===== src/rtl/pipe_reg_skid.sv =====
// Two-entry skid pipeline register: a head register that drives out_data and a skid register
// that absorbs one beat when downstream stalls, so upstream can stream at one beat per cycle.
module pipe_reg_skid #(
   parameter int               WIDTH     = 8,
   parameter logic [WIDTH-1:0] RESET_VAL = '0
) (
   input  logic             clk,
   input  logic             reset,
   input  logic             en,
   input  logic             flush,
   input  logic             in_valid,
   output logic             in_ready,
   input  logic [WIDTH-1:0] in_data,
   output logic             out_valid,
   input  logic             out_ready,
   output logic [WIDTH-1:0] out_data,
   output logic [1:0]       count
);

   typedef enum logic [1:0] {
      EMPTY = 2'd0,
      ONE   = 2'd1,
      FULL  = 2'd2
   } state_t;

   state_t           r_state;
   state_t           w_state_nxt;
   logic [WIDTH-1:0] r_head;
   logic [WIDTH-1:0] r_skid;
   logic [WIDTH-1:0] w_head_nxt;
   logic [WIDTH-1:0] w_skid_nxt;
   logic             w_push;
   logic             w_pop;

   // Handshake signals are combinational from stored state and the stage controls.
   assign in_ready  = en & ~flush & (r_state != FULL);
   assign out_valid = en & ~flush & (r_state != EMPTY);
   assign w_push    = in_valid & in_ready;
   assign w_pop     = out_valid & out_ready;
   assign out_data  = r_head;
   assign count     = r_state;

   // State and storage registers; active-low reset overrides everything else.
   always_ff @(posedge clk) begin
      if (!reset) begin
         r_state <= EMPTY;
         r_head  <= RESET_VAL;
         r_skid  <= RESET_VAL;
      end else begin
         r_state <= w_state_nxt;
         r_head  <= w_head_nxt;
         r_skid  <= w_skid_nxt;
      end
   end

   // Next-state and storage update; push/pop are already gated by en and flush.
   always_comb begin
      w_state_nxt = r_state;
      w_head_nxt  = r_head;
      w_skid_nxt  = r_skid;
      if (flush) begin
         w_state_nxt = EMPTY;
         w_head_nxt  = RESET_VAL;
         w_skid_nxt  = RESET_VAL;
      end else begin
         case (r_state)
            EMPTY: begin
               if (w_push) begin
                  w_head_nxt  = in_data;
                  w_state_nxt = ONE;
               end else begin
                  w_state_nxt = EMPTY;
               end
            end
            ONE: begin
               if (w_push && w_pop) begin
                  w_head_nxt  = in_data;
                  w_state_nxt = ONE;
               end else if (w_push) begin
                  w_skid_nxt  = in_data;
                  w_state_nxt = FULL;
               end else if (w_pop) begin
                  // Head keeps the beat just delivered; it is simply no longer valid.
                  w_state_nxt = EMPTY;
               end else begin
                  w_state_nxt = ONE;
               end
            end
            FULL: begin
               if (w_pop) begin
                  w_head_nxt  = r_skid;
                  w_state_nxt = ONE;
               end else begin
                  w_state_nxt = FULL;
               end
            end
            default: begin
               w_state_nxt = EMPTY;
               w_head_nxt  = RESET_VAL;
               w_skid_nxt  = RESET_VAL;
            end
         endcase
      end
   end

endmodule


===== config.mk =====
export PLATFORM = sky130hd
export DESIGN_NAME = pipe_reg_skid
export DESIGN_NICKNAME = d
export VERILOG_FILES = /design/src/rtl/pipe_reg_skid.sv
export SDC_FILE = /design/constraint.sdc
export NUM_CORES = 1
export LEC_CHECK = 0
export BUFFER_PORTS_ARGS = -buffer_cell sky130_fd_sc_hd__buf_2
export CORE_UTILIZATION = 30
export CTS_BUF_LIST = sky130_fd_sc_hd__clkbuf_8
export CTS_CLUSTER_DIAMETER = 40
export DETAILED_ROUTE_END_ITERATION = 10
export PLACE_DENSITY = 0.49
export SLEW_MARGIN = 20
export SYNTH_ARGS = -nofsm -noshare
export SYNTH_HDL_FRONTEND = slang
export SYNTH_SLANG_ARGS = --single-unit

===== constraint.sdc =====
create_clock -name clk -period 2.4 [get_ports clk]
set_input_delay 0.36 -clock clk [delete_from_list [all_inputs] [get_ports clk]]
set_output_delay 0.36 -clock clk [all_outputs]
set_load 0.02 [all_outputs]

==> flow_metrics.env <==
export IMPL_wl_um=1950
export IMPL_antenna_cells=0
export IMPL_final_nets=140
export IMPL_drt_initial_drc_count=7
export IMPL_grt_start_max_net_pins=23
export IMPL_grt_ovfl_total=0
export IMPL_outcome="finished with violations"
export IMPL_ys_seq_area_frac=0.383
export IMPL_ys_seq_elements=18
export IMPL_die_y_um=58.0
export IMPL_cts_resized_gates=0
export IMPL_grt_use_met3=0.0335
export IMPL_crit_type="reg2reg"
export IMPL_worst_hold_path_type="reg2reg"
export IMPL_clkTransAtPathRegs_ns=0.07
export IMPL_power_mw=0.564
export IMPL_path_cells="nor2b_1, nor2_1, and2_1, ha_1, a21oi_1, a22o_1, mux2i_1"
export IMPL_cts_root_buf="clkbuf_8"
export IMPL_synthArstFlopShare=0
export IMPL_seq_area_sq_um=360
export IMPL_cp_max_fo=8
export IMPL_multi_input_area_sq_um=524
export IMPL_slew_headroom=0.665
export IMPL_core_area_sq_um=2850
export IMPL_cts_tree="built"
export IMPL_gp_congestion=0.812
export IMPL_synth_area_leader_cell="dfxtp_1"
export IMPL_grt_pass1_vias=733
export IMPL_rows=19
export IMPL_layout_common_cells="25 x buf_2, 18 x dfxtp_1, 11 x nor2b_1, 10 x nand2_1"
export IMPL_dieWidth_um=58.0
export IMPL_firstDrtPassIters=7
export IMPL_stdcell_area_sq_um=1120
export IMPL_startpoint_type="register"
export IMPL_synth_edf_count=0
export IMPL_postCtsSetupBuffers=0
export IMPL_max_freq_mhz=508
export IMPL_final_hold_violation_count=0
export IMPL_die_area_sq_um=3360
export IMPL_synth_distinct_cells=27
export IMPL_fillers=310
export IMPL_post_route_drc_count=2
export IMPL_initial_utilization=0.329
export IMPL_final_util=0.391
export IMPL_clock_path_buffers=2
export IMPL_finalSetupTns_ns=0
export IMPL_slowest_stage="a22o_1"
export IMPL_htree_num_levels=1
export IMPL_gr_usage_met1=0.165
export IMPL_dp_slack_ns=0.371
export IMPL_syn2layout_area_growth_pct=18.8
export IMPL_viasPerCell=5.01
export IMPL_use_met2=0.212
export IMPL_ir_worst_vdd_uv=241
export IMPL_synth_warnings=0
export IMPL_tightest_slew_ns=0.503
export IMPL_cts_hold_buf=0
export IMPL_crit_required_ns=2.58
export IMPL_layout_setup_ws_ns=0.433
export IMPL_finalMaxSlewViolations=0
export IMPL_placed_area_sq_um=1070
export IMPL_synth_fp_nets=115
export IMPL_routedWlPerCell_um=12.7
export IMPL_avgSynthCellArea_sq_um=9.49
export IMPL_fin_crit_sh=0.819
export IMPL_synthCells=99
export IMPL_end_kind="register"
export IMPL_ys_flop_type="dfxtp_1"
export IMPL_cpPeakStageDelay_ns=0.46
export IMPL_finalClockSkew_ns=0.00164
export IMPL_arrival_ns=2.14
export IMPL_whs_ns=0.458
export IMPL_grt_most_used_layer="met2"
export IMPL_ioPinCount=26
export IMPL_dp_cells=150
export IMPL_final_common_cell="buf_2"
export IMPL_final_cells=153
export IMPL_syn_cell_area_sq_um=940
export IMPL_reg2reg_slack_ns=0.43
export IMPL_ant_nets=0
export IMPL_grt_usage=0.131
export IMPL_vias=766
export IMPL_p_leak_nw=0.544
export IMPL_fin_crit_ns=1.97
export IMPL_drive_gt1_frac=0.270
export IMPL_portBuffers=25
export IMPL_violations="design-rule violations"
export IMPL_rsz0062_at_grt="no"
export IMPL_setup_viol_count_final=0
export IMPL_synth_area_leaders="dfxtp_1 38%, a32o_1 8.5%, mux2i_1 8.5%"
export IMPL_cts_sinks=18
export IMPL_numCtsBuffers=3
export IMPL_synth_top_area_frac=0.383
export IMPL_drv_cap=0
export IMPL_grt_pass1_wl_um=3360
export IMPL_clock_latency_ns=0.25
export IMPL_antenna_found_initial=0
export IMPL_p_per_area_nw_per_um2=505
==> power by group <==
part,internal (mW),switching [mW]
registers,0.301,0.00155
logic,0.0245,0.0287
clock network,0.111,0.0963
total,0.437,0.127
==> registers in the layout, summed over array words and instances, names as in the netlist <==
name      count
count         2
r_skid        8
out_data      8
==> final cells by class <==
cell class | instances | share of cell area
flip-flops and latches | 18 | 0.323
well taps | 31 | 0.0348
inverters | 1 | 0.00336
clock buffers | 3 | 0.0370
repair buffers | 28 | 0.132
multi-input cells | 72 | 0.470
==> per-layer routing <==
metal  wire, um  share of wire  up-vias
met5          0              0        -
met1        938           0.48      349
met2        896           0.46       14
li1           -              -      401
met3        102          0.052        2
met4         10         0.0051        0
==> final timing paths <==
kind | startpoint | end | cells after the start
worst max-delay path | count[0]$_SDFF_PP0_ | out_data[7]$_SDFFE_PP0P_ | 7
worst min-delay path | out_data[2]$_SDFFE_PP0P_ | out_data[2]$_SDFFE_PP0P_ | 2
worst max register to register | count[0]$_SDFF_PP0_ | out_data[7]$_SDFFE_PP0P_ | 7
worst min register to register | out_data[2]$_SDFFE_PP0P_ | out_data[2]$_SDFFE_PP0P_ | 2
==> critical path, delay by kind of cell (launching register included) <==
family / cells / cell delay [ns]
DFF: 1 / 0.36
and+or+nand+nor: 3 / 0.49
muxes: 1 / 0.25
AOI/OAI and AO/OA: 2 / 0.59
adders and majority gates: 1 / 0.20
==> Yosys cell counts (all sizes together) (2+ instances only) <==
| cell type | n |
|---|---|
| nand2 | 10 |
| ha | 2 |
| o21ai | 9 |
| mux2i | 8 |
| nand3b | 2 |
| a21oi | 2 |
| nor2 | 3 |
| a32o | 8 |
| nor2b | 11 |
| and3b | 8 |
| clkbuf | 2 |
| dfxtp | 18 |
| buf | 6 |
==> cell families after synthesis <==
group / after synthesis / share of synthesized area
AND/OR/NAND/NOR: 40 / 0.273
AO/OA/AOI/OAI: 22 / 0.173
flip-flops: 18 / 0.383
buffers and inverters: 9 / 0.0586
multiplexers: 8 / 0.0852
adder cells (fa/ha/maj): 2 / 0.0266
Power figures use the tool's default switching activity.
